--- src/rtl/usr_pkg.sv ---
// Shared types for the serial-in/parallel-out receiver.
// Holds the FSM state enum, the bit-order constants and the shift-register
// mode encoding {s1,s0} used between the top and the shift-register block.
package usr_pkg;

    typedef enum logic {
        IDLE  = 1'b0,
        SHIFT = 1'b1
    } state_t;

    localparam logic LSB_FIRST = 1'b0;
    localparam logic MSB_FIRST = 1'b1;

    typedef enum logic [1:0] {
        HOLD = 2'b00,
        SHR  = 2'b01,
        SHL  = 2'b10,
        LOAD = 2'b11
    } mode_t;

endpackage

--- src/rtl/usr_sipo_rx_if.sv ---
// Bus bundle for usr_sipo_rx.
// master: serial source / word consumer (drives sin, sen, dir, abort,
//         pout_ready, clr_ovf; observes pout, pout_valid, busy, bit_cnt, ovf).
// slave : the receiver itself.
interface usr_sipo_rx_if #(
    parameter int unsigned WIDTH = 4
) ();
    localparam int unsigned CW = $clog2(WIDTH + 1);

    logic             sin;
    logic             sen;
    logic             dir;
    logic             abort;
    logic             pout_ready;
    logic             clr_ovf;
    logic [WIDTH-1:0] pout;
    logic             pout_valid;
    logic             busy;
    logic [CW-1:0]    bit_cnt;
    logic             ovf;

    modport master (
        output sin, sen, dir, abort, pout_ready, clr_ovf,
        input  pout, pout_valid, busy, bit_cnt, ovf
    );

    modport slave (
        input  sin, sen, dir, abort, pout_ready, clr_ovf,
        output pout, pout_valid, busy, bit_cnt, ovf
    );
endinterface

--- src/rtl/usr_rx_shreg.sv ---
// Bit-placement block: shift register plus received-bit counter.
// Ports: clk, rst (async active-high), mode (HOLD/SHR/SHL/LOAD), sin,
//        word_c (word as it will look after this edge's shift),
//        done_c (this edge samples the last bit of a word), bit_cnt.
// SHR inserts at the MSB so the first bit ends at bit 0 (LSB-first);
// SHL inserts at the LSB so the first bit ends at the MSB (MSB-first).
// LOAD loads an empty word (used for abort).
module usr_rx_shreg
    import usr_pkg::*;
#(
    parameter int unsigned WIDTH = 4,
    parameter int unsigned CW    = $clog2(WIDTH + 1)
) (
    input  logic             clk,
    input  logic             rst,
    input  mode_t            mode,
    input  logic             sin,
    output logic [WIDTH-1:0] word_c,
    output logic             done_c,
    output logic [CW-1:0]    bit_cnt
);

    logic [WIDTH-1:0] sreg;

    // Next shifted value and last-bit detect
    always_comb begin
        word_c = sreg;
        done_c = 1'b0;
        case (mode)
            SHR:     word_c = {sin, sreg[WIDTH-1:1]};
            SHL:     word_c = {sreg[WIDTH-2:0], sin};
            default: word_c = sreg;
        endcase
        done_c = ((mode == SHR) || (mode == SHL)) && (bit_cnt == CW'(WIDTH - 1));
    end

    // Register update; a completed word leaves the register empty for the next one
    always_ff @(posedge clk or posedge rst) begin
        if (rst) begin
            sreg    <= '0;
            bit_cnt <= '0;
        end else begin
            case (mode)
                LOAD: begin
                    sreg    <= '0;
                    bit_cnt <= '0;
                end
                SHR, SHL: begin
                    if (done_c) begin
                        sreg    <= '0;
                        bit_cnt <= '0;
                    end else begin
                        sreg    <= word_c;
                        bit_cnt <= bit_cnt + CW'(1);
                    end
                end
                default: begin
                end
            endcase
        end
    end

endmodule

--- src/rtl/usr_sipo_rx.sv ---
// Serial-in / parallel-out receiver with selectable bit order.
// Ports: clk, rst (async active-high), bus (usr_sipo_rx_if.slave):
//   in : sin, sen, dir, abort, pout_ready, clr_ovf
//   out: pout, pout_valid, busy, bit_cnt, ovf
// Holds the IDLE/SHIFT FSM, the output word register with its valid/ready
// handshake and the sticky overflow flag; bit placement is in usr_rx_shreg.
module usr_sipo_rx
    import usr_pkg::*;
#(
    parameter int unsigned WIDTH = 4
) (
    input logic         clk,
    input logic         rst,
    usr_sipo_rx_if.slave bus
);

    localparam int unsigned CW = $clog2(WIDTH + 1);

    state_t           state;
    logic             order;
    logic             busy_q;
    logic [WIDTH-1:0] pout_q;
    logic             pout_valid_q;
    logic             ovf_q;

    logic             cur_order_c;
    mode_t            mode_c;
    logic [WIDTH-1:0] word_c;
    logic             done_c;
    logic [CW-1:0]    bit_cnt;

    // Order comes straight from dir on the first bit, from the latch afterwards
    always_comb begin
        cur_order_c = (state == IDLE) ? bus.dir : order;
        mode_c      = HOLD;
        if (bus.abort) begin
            mode_c = LOAD;
        end else if (bus.sen) begin
            if (cur_order_c == MSB_FIRST) begin
                mode_c = SHL;
            end else begin
                mode_c = SHR;
            end
        end
    end

    usr_rx_shreg #(
        .WIDTH (WIDTH),
        .CW    (CW)
    ) u_shreg (
        .clk     (clk),
        .rst     (rst),
        .mode    (mode_c),
        .sin     (bus.sin),
        .word_c  (word_c),
        .done_c  (done_c),
        .bit_cnt (bit_cnt)
    );

    // FSM, output register and overflow flag
    always_ff @(posedge clk or posedge rst) begin
        if (rst) begin
            state        <= IDLE;
            order        <= LSB_FIRST;
            busy_q       <= 1'b0;
            pout_q       <= '0;
            pout_valid_q <= 1'b0;
            ovf_q        <= 1'b0;
        end else begin
            if (bus.abort) begin
                state  <= IDLE;
                busy_q <= 1'b0;
            end else if (bus.sen) begin
                if (state == IDLE) begin
                    state  <= SHIFT;
                    busy_q <= 1'b1;
                    order  <= bus.dir;
                end else if (done_c) begin
                    state  <= IDLE;
                    busy_q <= 1'b0;
                end
            end

            // done_c is never set under abort, so an aborted last bit cannot load
            if (done_c && (!pout_valid_q || bus.pout_ready)) begin
                pout_q       <= word_c;
                pout_valid_q <= 1'b1;
            end else if (pout_valid_q && bus.pout_ready) begin
                pout_valid_q <= 1'b0;
            end

            // Set beats clear when both happen on one edge
            if (done_c && pout_valid_q && !bus.pout_ready) begin
                ovf_q <= 1'b1;
            end else if (bus.clr_ovf) begin
                ovf_q <= 1'b0;
            end
        end
    end

    assign bus.pout       = pout_q;
    assign bus.pout_valid = pout_valid_q;
    assign bus.busy       = busy_q;
    assign bus.bit_cnt    = bit_cnt;
    assign bus.ovf        = ovf_q;

endmodule

--- src/flat_wrapper.sv ---
// flat-port wrapper written by rule: the top's interface ports become plain ports
module usr_sipo_rx_flat import usr_pkg::*;
#(
    parameter int unsigned WIDTH = 4
)
  (clk, rst, bus_sin, bus_sen, bus_dir, bus_abort, bus_pout_ready, bus_clr_ovf, bus_pout, bus_pout_valid, bus_busy, bus_bit_cnt, bus_ovf);
  usr_sipo_rx_if #(.WIDTH(WIDTH)) bus_i ();
  input logic clk;
  input logic rst;
  input wire logic [$bits(bus_i.sin)-1:0] bus_sin;
  input wire logic [$bits(bus_i.sen)-1:0] bus_sen;
  input wire logic [$bits(bus_i.dir)-1:0] bus_dir;
  input wire logic [$bits(bus_i.abort)-1:0] bus_abort;
  input wire logic [$bits(bus_i.pout_ready)-1:0] bus_pout_ready;
  input wire logic [$bits(bus_i.clr_ovf)-1:0] bus_clr_ovf;
  output wire logic [$bits(bus_i.pout)-1:0] bus_pout;
  output wire logic [$bits(bus_i.pout_valid)-1:0] bus_pout_valid;
  output wire logic [$bits(bus_i.busy)-1:0] bus_busy;
  output wire logic [$bits(bus_i.bit_cnt)-1:0] bus_bit_cnt;
  output wire logic [$bits(bus_i.ovf)-1:0] bus_ovf;
  assign bus_i.sin = bus_sin;
  assign bus_i.sen = bus_sen;
  assign bus_i.dir = bus_dir;
  assign bus_i.abort = bus_abort;
  assign bus_i.pout_ready = bus_pout_ready;
  assign bus_i.clr_ovf = bus_clr_ovf;
  assign bus_pout = bus_i.pout;
  assign bus_pout_valid = bus_i.pout_valid;
  assign bus_busy = bus_i.busy;
  assign bus_bit_cnt = bus_i.bit_cnt;
  assign bus_ovf = bus_i.ovf;
  usr_sipo_rx #(.WIDTH(WIDTH)) u_core (.clk(clk), .rst(rst), .bus(bus_i));
endmodule
--- config.mk ---
export PLATFORM = sky130hd
export DESIGN_NAME = usr_sipo_rx_flat
export DESIGN_NICKNAME = d
export VERILOG_FILES = /design/src/rtl/usr_pkg.sv /design/src/rtl/usr_sipo_rx_if.sv /design/src/rtl/usr_rx_shreg.sv /design/src/rtl/usr_sipo_rx.sv /design/src/flat_wrapper.sv
export SDC_FILE = /design/constraint.sdc
export NUM_CORES = 1
export LEC_CHECK = 0
export ABC_AREA = 1
export BUFFER_PORTS_ARGS = -buffer_cell sky130_fd_sc_hd__buf_2
export CAP_MARGIN = 10
export CORE_MARGIN = 10
export CORE_UTILIZATION = 50
export CTS_BUF_LIST = sky130_fd_sc_hd__clkbuf_16
export DETAILED_ROUTE_END_ITERATION = 8
export GPL_TIMING_DRIVEN = 0
export HOLD_SLACK_MARGIN = 0.12
export PLACE_DENSITY = 0.75
export SYNTH_ARGS = -nofsm -noshare
export SYNTH_HDL_FRONTEND = slang
export SYNTH_SLANG_ARGS = --single-unit
export TNS_END_PERCENT = 30
--- constraint.sdc ---
create_clock -name clk -period 1.55 [get_ports clk]
set_input_delay 0.2325 -clock clk [delete_from_list [all_inputs] [get_ports clk]]
set_output_delay 0.2325 -clock clk [all_outputs]
set_load 0.02 [all_outputs]
Word-level counts from Yosys, hierarchy flattened:

Cells that the tools add are included.

* input port bits: 8
* output and inout bits: 10
* flip-flop bits (word level): 16
* logic and storage cells: 52

* add/sub/neg operators: 1
* muxes and demuxes: 21
* equality and inequality tests: 5
* bitwise gates (word level): 1
* reductions and logical operators: 16

Operators with widths (number)
* 4-bit one-hot mux with 2 select lines: 2
* 1-bit two-way mux: 13
* 2-bit nonzero test: 4
* 2-bit two-way mux: 3
* 3-bit one-hot mux with 2 select lines: 1
* 1-bit logical AND: 5
* 2-bit == test (second input constant): 2
* 4-bit two-way mux: 1
* 2-bit AND reduction: 2
* 3-bit by 1-bit adder with 3-bit output (second input constant): 1
* 3-bit by 2-bit == test with 1-bit output (second input constant): 1
* 3-bit two-way mux: 1
* 3-bit inequality test (second input constant): 1
* 2-bit by 1-bit == test with 1-bit output (second input constant): 1
* 1-bit logical NOT: 2
* 1-bit logical OR: 2
* 2-bit OR reduction: 1
* 1-bit inverter: 1

Depth between registers and ports, before layout:

* word-level depth: 11
* mapped depth: 8
* mapped depth without buffers: 7

Hierarchy:

From an unflattened synthesis, not the netlist that was laid out.

* cell total of the unflattened synthesis: 120
* area total of the unflattened synthesis: 859.6 um2

By module, submodules not included
* usr_rx_shreg: area each 450.4 um2, cells an instance 65, sequential area each 175.2 um2, instances 1
* usr_sipo_rx: area each 409.1 um2, cells an instance 55, sequential area each 225.2 um2, instances 1

Worst setup path before layout:

Ideal clock, no wire load.

* path type: register to register
* start: register u_core.u_shreg.bit_cnt[0]
* end: register u_core.pout_q[0] (netlist: u_core.bus.pout[0])
* stages on the path, launching flop included: 8
* slack: 307 ps
* data required time: 1485 ps
* buffers on the path: 0
* setup time: 65 ps
* arrival: 1178 ps
* cell sequence: dfrtp_1 -> ha_1 -> nand2_4 -> nor2_2 -> nand2_2 -> inv_2 -> nand2_1 -> nand2_1

* longest elaborated chain between the ends: 3

Ends and longest elaborated chain
* start: declaration: RTL line usr_rx_shreg.sv:20 `output logic [CW-1:0] bit_cnt`
* start signal: assignment: RTL line usr_rx_shreg.sv:54 `bit_cnt <= bit_cnt + CW'(1);`
* 3-bit by 2-bit == test with 1-bit output: RTL line usr_rx_shreg.sv:34 `done_c = ((mode == SHR) || (mode == SHL)) && (bit_cnt == CW'(WIDTH - 1));`
* 1-bit logical AND: RTL line usr_rx_shreg.sv:34
* 1-bit logical AND: RTL line usr_sipo_rx.sv:85 `if (done_c && (!pout_valid_q || bus.pout_ready)) begin`
* end signal: assignment: RTL line usr_sipo_rx.sv:86 `pout_q <= word_c;`
* end: declaration: RTL line usr_sipo_rx.sv:22 `logic [WIDTH-1:0] pout_q;`

No other way between the ends.
A chain may end at the register's enable or synchronous reset.

Worst setup path after layout:

Same ends and word-level chain as after synthesis.

==> impl_metrics.ini <==
[run_status]
status = finished clean

[synth]
yosysTopAreaCellShare_pct = 52.1
synthFlopType = dfrtp_1
synth_cells = 98
synthArstFlopShare_pct = 100
syn_area_um2 = 768
synth_fp_nets = 107
yosys.area.top_type = dfrtp_1
ys_warn_count = 0
yosys-top-cells-count = nand2_1 (44), dfrtp_1 (16), inv_1 (10), nand3_1 (10), inv_2 (3)
synth_area_leaders = dfrtp_1 (52%), nand2_1 (21%), nand3_1 (6.5%)
ys_seq_elements = 16
synth_edf_count = 0
ys_seq_area_share_pct = 52.1
synth_cell_type_count = 16
syn_avg_cell_area_um2 = 7.84
synth_most_common_cell = nand2_1

[sta]
skew_ns = 0.000861
finalMaxSlewViolations = 0
setup_viol = 0
period_share_pct = 79.9
fin_ws_ns = 0.312
setup_tns_ns = 0
slew_headroom_pct = 60.7
fmax_ghz = 0.808
min_period_ns = 1.24
rsz0062_at_grt = false
hold_violations = 0
tightest_slew_ns = 0.589

[global_route]
grt_pass1_wl_um = 2760
grt_usage_pct = 10.1
grt_pass1_vias = 644
grt_max_degree = 17
antenna_found_initial = 0
grt_overflow = 0

[detailed_routing]
drtIter0Drc = 10
dr.pass1.iters = 4
wl_met1_um = 678
drt-total-wl_um = 1610
viasPerCell = 4.97
wl_met3_um = 96
ant_nets = 0
highest_layer = met4
vias = 671
drc = 0
avgRoutedWirePerCell_um = 11.9
route.met2.wl_um = 807

[worst_setup_path]
arrival_ns = 1.42
cp_cell_sequence = ha_1 -> nand2_4 -> nor2_2 -> nand2_2 -> inv_2 -> nand2_1 -> nand2_1
start_kind = flip-flop
crit_top_cell = nand2_1
cpLargestDelayFamily = simple AND/OR/NAND/NOR gates
path_buf_inv = 1
ff2ff_setup_slack_ns = 0.31
slowest_delay_ns = 0.38
cp_max_fo = 5
rr_worst_depth = 7
cp-end-kind = flip-flop
required_ns = 1.73
timing.rr.start = u_core.u_shreg.bit_cnt[0]
critPathSlowestCell = dfrtp_1
reg2reg_to = u_core.bus.pout[0]
critPathKind = reg -> reg

[job]
drv_cap = 0

[floorplan]
io_pins = 18
die_w_um = 59.2
core_um2 = 1470
initial_core_util_pct = 52.2
dieArea_um2 = 3500
fp.dieH_um = 59.2
num_rows = 14

[place]
post-place-ws_ns = 0.327
gp_congestion = 0.867
port_buffers = 17
dp_hpwl_um = 1280

[hold_path]
min_to = u_core.bus.ovf
hp-start = bus_clr_ovf
whs_path_depth = 2
hold_class = in -> reg

[final_layout]
layout-drive-gt1-share_pct = 24.4
n_antenna_cell = 0
synthToLayoutAreaGrowth_pct = 24.8
nFillCells = 129
nets = 130

[pwr]
seqPwrFrac_pct = 42.8
switching_share_pct = 23.1
power.total_w = 0.00106
p_clk_share_pct = 46.3
p_int_w = 0.000817
comb_power_share_pct = 10.9
ir_drop_mv = 0.616
switchingPower_w = 0.000245
p_leak_nw = 0.568
power.density_nw_per_um2 = 1110

[clock_network]
root_buffer = clkbuf_16
htreeDepth = 1
clkLatencyLatePin_ns = 0.24
cts_buffers = 3
cts_buffer_depth = 2
clk_pin_slew_ns = 0.05
cts_sinks = 16
cts_tree = done
==> stage by stage <==
step | instances | utilization (%) | hold slack [ns] | cell area, µm²
2_1_floorplan | 98 | - | 0.146 | 768
3_3_place_gp | 131 | 59.4 | 0.317 | 873
3_5_place_dp | 131 | 59.4 | 0.328 | 873
4_1_cts | 135 | 65.1 | 0.183 | 958
5_1_grt | 135 | 65.1 | 0.195 | 958
6_report | 135 | 65.1 | 0.181 | 958
==> layer usage <==
layer	up-vias	GRT usage, %
met3	2	3.43
met5	-	0
met4	0	4.92
met2	13	16.5
met1	308	11.5
li1	348	-
==> layout make-up <==
class / count / area, µm² / share of cell area (%)
buffer: 1 / 11.3 / 1.17
clock buffer: 3 / 75.1 / 7.83
inverter: 13 / 48.8 / 5.09
multi-input combinational: 68 / 308 / 32.1
sequential: 16 / 400 / 41.8
tap: 16 / 20.0 / 2.09
timing repair buffer: 18 / 95.1 / 9.92
==> flip-flops by register name, summed over array words and instances (netlist names) <==
signal	flops
u_core.bus.busy	1
u_core.bus.ovf	1
u_core.bus.pout	4
u_core.bus.pout_valid	1
u_core.order	1
u_core.state	1
u_core.u_shreg.bit_cnt	3
u_core.u_shreg.sreg	4
==> placed cells by master, fill, tap and decap left out <==
cell | Yosys | layout
nand2_1 | 44 | 44
buf_2 | 0 | 17
o21ai_0 | 2 | 2
dlygate4sd3_1 | 0 | 1
o211ai_1 | 1 | 1
a211oi_1 | 1 | 1
inv_2 | 3 | 3
inv_1 | 10 | 10
a21oi_1 | 1 | 1
nor2_1 | 2 | 2
buf_6 | 1 | 1
nand2_2 | 2 | 2
nand2_4 | 1 | 1
dfrtp_1 | 16 | 16
clkbuf_16 | 0 | 3
nor2_2 | 2 | 2
ha_1 | 1 | 1
nand3_1 | 10 | 10
o22ai_1 | 1 | 1
==> kinds of logic after synthesis <==
logic type	synth area share [%]
compound gates	4.72
simple gates	33.7
flops	52.1
buf+inv	7.82
fa+ha+maj	1.63
==> repair_timing <==
| item | CTS | global route |
|---|---|---|
| hold buffers | 1 | 0 |
| buffers inserted | 0 | 0 |
| resized for setup | 0 | 0 |
| endpoints found under the hold margin | 16 | 0 |
==> how the worst max path moves through the flow <==
stage               depth (start not counted)                  to  slack (ns)                       from
detailed placement                          7  u_core.bus.pout[0]        0.33  u_core.u_shreg.bit_cnt[0]
floorplan                                   7  u_core.bus.pout[0]        0.31  u_core.u_shreg.bit_cnt[0]
global placement                            7  u_core.bus.pout[1]        0.35  u_core.u_shreg.bit_cnt[0]
global route                                7  u_core.bus.pout[1]        0.18  u_core.u_shreg.bit_cnt[0]
CTS                                         7  u_core.bus.pout[0]        0.31  u_core.u_shreg.bit_cnt[0]
finish                                      7  u_core.bus.pout[0]        0.31  u_core.u_shreg.bit_cnt[0]
==> power groups by stage <==
stage | combinational [W] | clock, W | sequential (W)
finish | 0.000116 | 0.000491 | 0.000455
global route | 0.000132 | 0.000516 | 0.000458
CTS | 0.000118 | 0.000497 | 0.000455
detailed placement | 0.000116 | 0 | 0.000461
global placement | 0.000112 | 0 | 0.000460
floorplan | 0.0000648 | 0 | 0.000471
Note: power is estimated with default switching activity, not from simulation.
